## src/rtl/serial_add_ctrl.sv

```systemverilog
// rtl/serial_add_ctrl.sv - bit-serial adder sequencer built around one mux-based full adder
//
// full_adder      : single-bit adder cell, sum and carry built from 2:1 muxes
//   a, b, ci      : operand bits and carry in
//   s, co         : sum bit and carry out
//
// serial_add_ctrl : adds two WIDTH-bit operands one bit per clock, LSB first
//   clk           : system clock, rising edge
//   rst           : synchronous active-high reset
//   start         : request; accepted when the sequencer is not running
//   a, b, cin     : operands and carry-in, captured when start is accepted
//   busy          : high while bits are being added
//   done          : one-cycle pulse, sum/cout valid from this cycle
//   sum, cout     : result registers, hold until the next completion or reset

module full_adder (
    input  logic a,
    input  logic b,
    input  logic ci,
    output logic s,
    output logic co
);
    logic p;

    assign p  = a ^ b;
    // Propagate selects between inverting and passing the carry for the sum,
    // and between the incoming carry and the generate term for the carry out.
    assign s  = ci ? ~p : p;
    assign co = p ? ci : a;
endmodule

module serial_add_ctrl #(
    parameter int WIDTH = 8
) (
    input  logic             clk,
    input  logic             rst,
    input  logic             start,
    input  logic [WIDTH-1:0] a,
    input  logic [WIDTH-1:0] b,
    input  logic             cin,
    output logic             busy,
    output logic             done,
    output logic [WIDTH-1:0] sum,
    output logic             cout
);
    localparam int CW = (WIDTH > 1) ? $clog2(WIDTH) : 1;

    typedef enum logic [1:0] {IDLE, RUN, DONE} state_t;

    state_t           state;
    logic [WIDTH-1:0] opa;
    logic [WIDTH-1:0] opb;
    logic [WIDTH-1:0] acc;
    logic [WIDTH-1:0] acc_next;
    logic             carry;
    logic [CW-1:0]    cnt;
    logic             fa_s;
    logic             fa_co;

    full_adder u_fa (
        .a  (opa[0]),
        .b  (opb[0]),
        .ci (carry),
        .s  (fa_s),
        .co (fa_co)
    );

    // Each new sum bit enters at the MSB; after WIDTH shifts bit 0 holds the LSB.
    generate
        if (WIDTH == 1) begin : g_acc1
            assign acc_next = fa_s;
        end else begin : g_accn
            assign acc_next = {fa_s, acc[WIDTH-1:1]};
        end
    endgenerate

    always_ff @(posedge clk) begin
        if (rst) begin
            state <= IDLE;
            busy  <= 1'b0;
            done  <= 1'b0;
            sum   <= '0;
            cout  <= 1'b0;
            cnt   <= '0;
            carry <= 1'b0;
            opa   <= '0;
            opb   <= '0;
            acc   <= '0;
        end else begin
            done <= 1'b0;
            case (state)
                RUN: begin
                    opa   <= opa >> 1;
                    opb   <= opb >> 1;
                    carry <= fa_co;
                    acc   <= acc_next;
                    cnt   <= cnt + CW'(1);
                    if (cnt == CW'(WIDTH - 1)) begin
                        sum   <= acc_next;
                        cout  <= fa_co;
                        busy  <= 1'b0;
                        done  <= 1'b1;
                        cnt   <= '0;
                        state <= DONE;
                    end
                end
                default: begin
                    // The DONE cycle also accepts a request so back-to-back
                    // operations run at one per WIDTH+1 cycles.
                    if (start) begin
                        opa   <= a;
                        opb   <= b;
                        carry <= cin;
                        cnt   <= '0;
                        busy  <= 1'b1;
                        state <= RUN;
                    end else begin
                        state <= IDLE;
                    end
                end
            endcase
        end
    end
endmodule

```

## config.mk

```make
export PLATFORM = sky130hd
export DESIGN_NAME = serial_add_ctrl
export DESIGN_NICKNAME = d
export VERILOG_FILES = /design/src/rtl/serial_add_ctrl.sv
export SDC_FILE = /design/constraint.sdc
export NUM_CORES = 1
export LEC_CHECK = 0
export ABC_AREA = 1
export ABC_CLOCK_PERIOD_IN_PS = 1350
export BUFFER_PORTS_ARGS = -buffer_cell sky130_fd_sc_hd__buf_4
export CORE_MARGIN = 10
export CORE_UTILIZATION = 49
export DETAILED_ROUTE_END_ITERATION = 16
export PLACE_DENSITY = 0.73
export SETUP_SLACK_MARGIN = 0.2
export SYNTH_ARGS = -nofsm -noshare
export SYNTH_HDL_FRONTEND = slang
export SYNTH_SLANG_ARGS = --single-unit
```

## constraint.sdc

```tcl
create_clock -name clk -period 1.35 [get_ports clk]
set_clock_uncertainty 0.15 [all_clocks]
set_input_delay 0.0675 -clock clk [delete_from_list [all_inputs] [get_ports clk]]
set_output_delay 0.0675 -clock clk [all_outputs]
set_load 0.1 [all_outputs]
```

==> impl_summary.txt <==
----------------------------------------------------
[GRT]
  First-pass GRT wire length ... roughly 7300 µm
  Remaining global-route overflow ... 0
  Maximum number of pins on one net before global-route repair ... 20
  Global-route usage over all layers ... between 10 and 15%
  Number of antenna violations at the first check in global routing ... 0
  Vias in the first global route ... approximately 1600

[Detailed routing]
  Met2 wire length ... approximately 2200 µm
  Wire length on met3 ... roughly 260 µm
  Post-detailed-routing wire length ... 4420 µm
  Router iterations before antenna repair ... 4
  Number of violations reported at the end of detailed-routing iteration 0 ... 86
  Uppermost layer routed ... met4
  Routed via count ... between 1500 and 2000
  Wire length on met1 ... between 1500 and 2000 µm
  Final antenna-violating net count ... 0
  Number of vias per cell ... around 4.9
  Number of remaining DRC errors ... 0
  Wirelength per Cell ... around 13 µm

[Placement]
  Global placement routability congestion ... 0.724
  Count of input and output buffers ... 30
  Area after detailed placement ... ~2000 µm²
  Post-DP HPWL ... 2700 µm
  Setup WS pre-CTS ... between 0.07 and 0.08 ns

[Power and ir drop]
  Pwr per Cell Area ... approximately 930 nW/µm²
  Int Pwr ... approximately 1.8 mW
  Lkg Pwr ... roughly 1.2 nW
  Max IR drop VDD ... between 0.0006 and 0.0007 V
  Power consumption ... 2.45 mW
  Relative contribution of the clock network to total power ... about a third
  Combinational share of power ... approximately 16%
  Sw Pwr ... between 0.6 and 0.7 mW
  Register share of total power ... between 50% and 60%
  Switching fraction of total power ... roughly a quarter

[Final layout]
  Util after Layout ... roughly 80%
  Share of cells above drive strength 1 ... 33.4%
  Layout Area Growth over Synthesis ... 54.0%
  Fillers ... 271
  Antenna cells ... 0
  Final design area excluding fillers ... between 2000 and 3000 µm²
  Number of nets in the final layout ... roughly 320

[Logic synthesis]
  Share of the synthesized area in compound gates (AO/OA/AOI/OAI) ... 4.98%
  Synthesis Warnings ... 0
  Area share of xor/xnor cells in the synthesized design ... 0%
  Share of synthesized cell area in full adder, half adder and majority cells ... roughly 1.5%
  Post-Syn Nets ... 251
  Yosys reg bits ... 40
  Combinational family with the most area after synthesis ... simple AND/OR/NAND/NOR gates
  Simple-gate portion of the synthesized area ... a little over a third
  Part of the Yosys area used for sequential elements ... between 40% and 50%
  Multiplexer share of the synthesized area ... 0%
  Cell count after synthesis ... approximately 230
  Avg Inst Size Synth ... between 7 and 8 µm²
  Netlist Area Pre-Place ... about 1700 µm²
  Synth cell types ... 19

[Clock tree]
  Clock slew at reported path FFs ... approximately 0.13 ns
  Buffer type at the clock tree root ... clkbuf_4
  Clock latency on the worst-skew pair ... approximately 0.37 ns
  Number of buffers on the longest clock path ... 2
  Sink count of the clock tree ... 40
  Htree depth ... 2
  Num CTS Buffers ... 5
  Clock tree from TritonCTS ... built

[Setup path]
  Critical path type ... reg2reg
  Critical Path AT ... between 1 and 1.5 ns
  Beginning of the worst register-to-register path ... cnt[1]
  Critical Path Start Type ... register
  Largest fanout of any net on the critical path ... 4
  Worst Setup End Kind ... register
  Data required time of the critical path ... ~1.5 ns
  Worst setup path start ... cnt[1]

[Timing]
  Final count of pins violating max slew ... 0
  Share of the cycle needed by the critical path after routing ... 94.9%
  Minimum clock period after layout ... approximately 1.3 ns
  Total Negative Setup Slacks ... 0 ns
  Actual transition at the worst max-transition pin ... approximately 0.56 ns
  # setup viols final ... 0
  Worst hold margin ... -0.0842 ns
  Hold Violations, Final ... 10
  Max frequency ... 780 MHz
  Final setup margin ... just under 0.07 ns
  Normalized max-slew margin ... 62.3%
  Setup repair after global routing missed its margin ... true

[Die]
  Core outline area ... approximately 3400 µm²
  Die X-Extent ... approximately 80 µm
  Top-level port count ... 31
  Starting Density ... just over 50%
  Die height ... 79.1 µm
  Area enclosed by the die boundary ... around 6300 µm²
  Rows ... 21

[Min path]
  Startpoint of the lowest-slack hold path ... rst
  Worst min-delay path class ... in2reg

[Status]
  Violated checks ... negative hold slack
  Run status ... finished with violations

[Run]
  Count of maximum capacitance violations ... 0

----------------------------------------------------
## stage by stage
stage / std cells / hold slack (ns)
after global routing: 342 / -0.0779
after CTS: 338 / -0.0928
after detailed placement: 303 / 0.177
final: 342 / -0.0842
after global placement: 303 / 0.182
after floorplan: 229 / -0.0101
## registers in the layout, summed over array words and instances, names as in the netlist
signal	cells
sum	8
opa	8
done	1
cnt	3
busy	1
carry	1
opb	8
acc	7
cout	1
state	2
## worst max-delay path: stages (launching register included)
cell and delay [ns]:
dfxtp_2 0.36, ha_4 0.16, ha_4 0.17, nand2_8 0.10, nand2_8 0.08, inv_4 0.10, nand2_1 0.06, nand2_1 0.05
## cells in the final DEF (no fill, tap or decap), types with 3 or more instances in the layout
| cell type | synthesis | layout |
|---|---|---|
| buf_12 | 0 | 13 |
| buf_4 | 4 | 31 |
| clkbuf_4 | 0 | 5 |
| dfxtp_1 | 40 | 23 |
| dfxtp_2 | 0 | 15 |
| dlygate4sd3_1 | 0 | 20 |
| inv_1 | 23 | 23 |
| inv_2 | 6 | 5 |
| nand2_1 | 76 | 72 |
| nand2_2 | 3 | 5 |
| nand2_8 | 0 | 3 |
| nand3_1 | 40 | 40 |
| nor2_1 | 6 | 5 |
| nor2_4 | 2 | 4 |
| o21ai_1 | 9 | 9 |
| o22ai_1 | 4 | 3 |
## cells by family (layout without fill, tap and decap cells)
group | after synthesis | after routing
AOI/OAI and AO/OA | 16 | 16
adders and majority gates | 2 | 2
buffers and inverters | 39 | 104
DFF | 40 | 40
and+or+nand+nor | 132 | 134
## cells in the mapped netlist
| cell | number | share of area (%) |
|---|---|---|
| o21ai_1 | 9 | 2.6 |
| nor2_4 | 2 | 1.3 |
| nor2_1 | 6 | 1.3 |
| dfxtp_1 | 40 | 47 |
| buf_6 | 3 | 2.0 |
| inv_1 | 23 | 5.1 |
| a21oi_1 | 3 | 0.88 |
| nand3_2 | 2 | 1.2 |
| clkinv_1 | 1 | 0.22 |
| nand3_1 | 40 | 12 |
| o22ai_1 | 4 | 1.5 |
| buf_4 | 4 | 1.8 |
| nor2_8 | 1 | 1.2 |
| ha_1 | 2 | 1.5 |
| buf_2 | 2 | 0.59 |
| nand2_1 | 76 | 17 |
| nand2_4 | 2 | 1.3 |
| nand2_2 | 3 | 1.1 |
| inv_2 | 6 | 1.3 |
## final cells by class
class	count	area, µm²	share of cell area [%]
multi-input combinational	152	832	31.6
sequential	40	827	31.4
timing repair buffer	65	704	26.8
inverter	30	120	4.56
tap	46	57.6	2.19
clock inverter	3	46.3	1.76
clock buffer	5	37.5	1.43
timing repair inverter	1	6.26	0.238
## power by group through the flow
stage	combinational (mW)	sequential [mW]	clock (mW)
after floorplan	0.177	1.29	0
after global placement	0.284	1.28	0
after detailed placement	0.289	1.28	0
after CTS	0.371	1.25	0.829
after global routing	0.426	1.26	0.877
final	0.386	1.25	0.816
## final timing paths
path | to | slack [ns] | cells past startpoint
max | sum[0] | 0.07 | 7
min | opa[0] | -0.08 | 4
max reg2reg | sum[0] | 0.07 | 7
min reg2reg | sum[2] | 0.31 | 2
## metal layers
layer	vias to the layer above	track usage, %
met1	768	16.9
met2	46	24.1
met5	-	0
li1	859	-
met3	9	4.17
met4	0	6.45
## repair_timing
action | in CTS | in global routing
hold endpoints to repair | 37 | 19
setup buffers | 5 | 3
gates resized for setup | 42 | 15
pin swaps | 1 | 4
gates cloned | 2 | 1
hold buffers | 20 | 1
endpoints found under the setup margin | 48 | 49
Power figures use the tool's default switching activity.
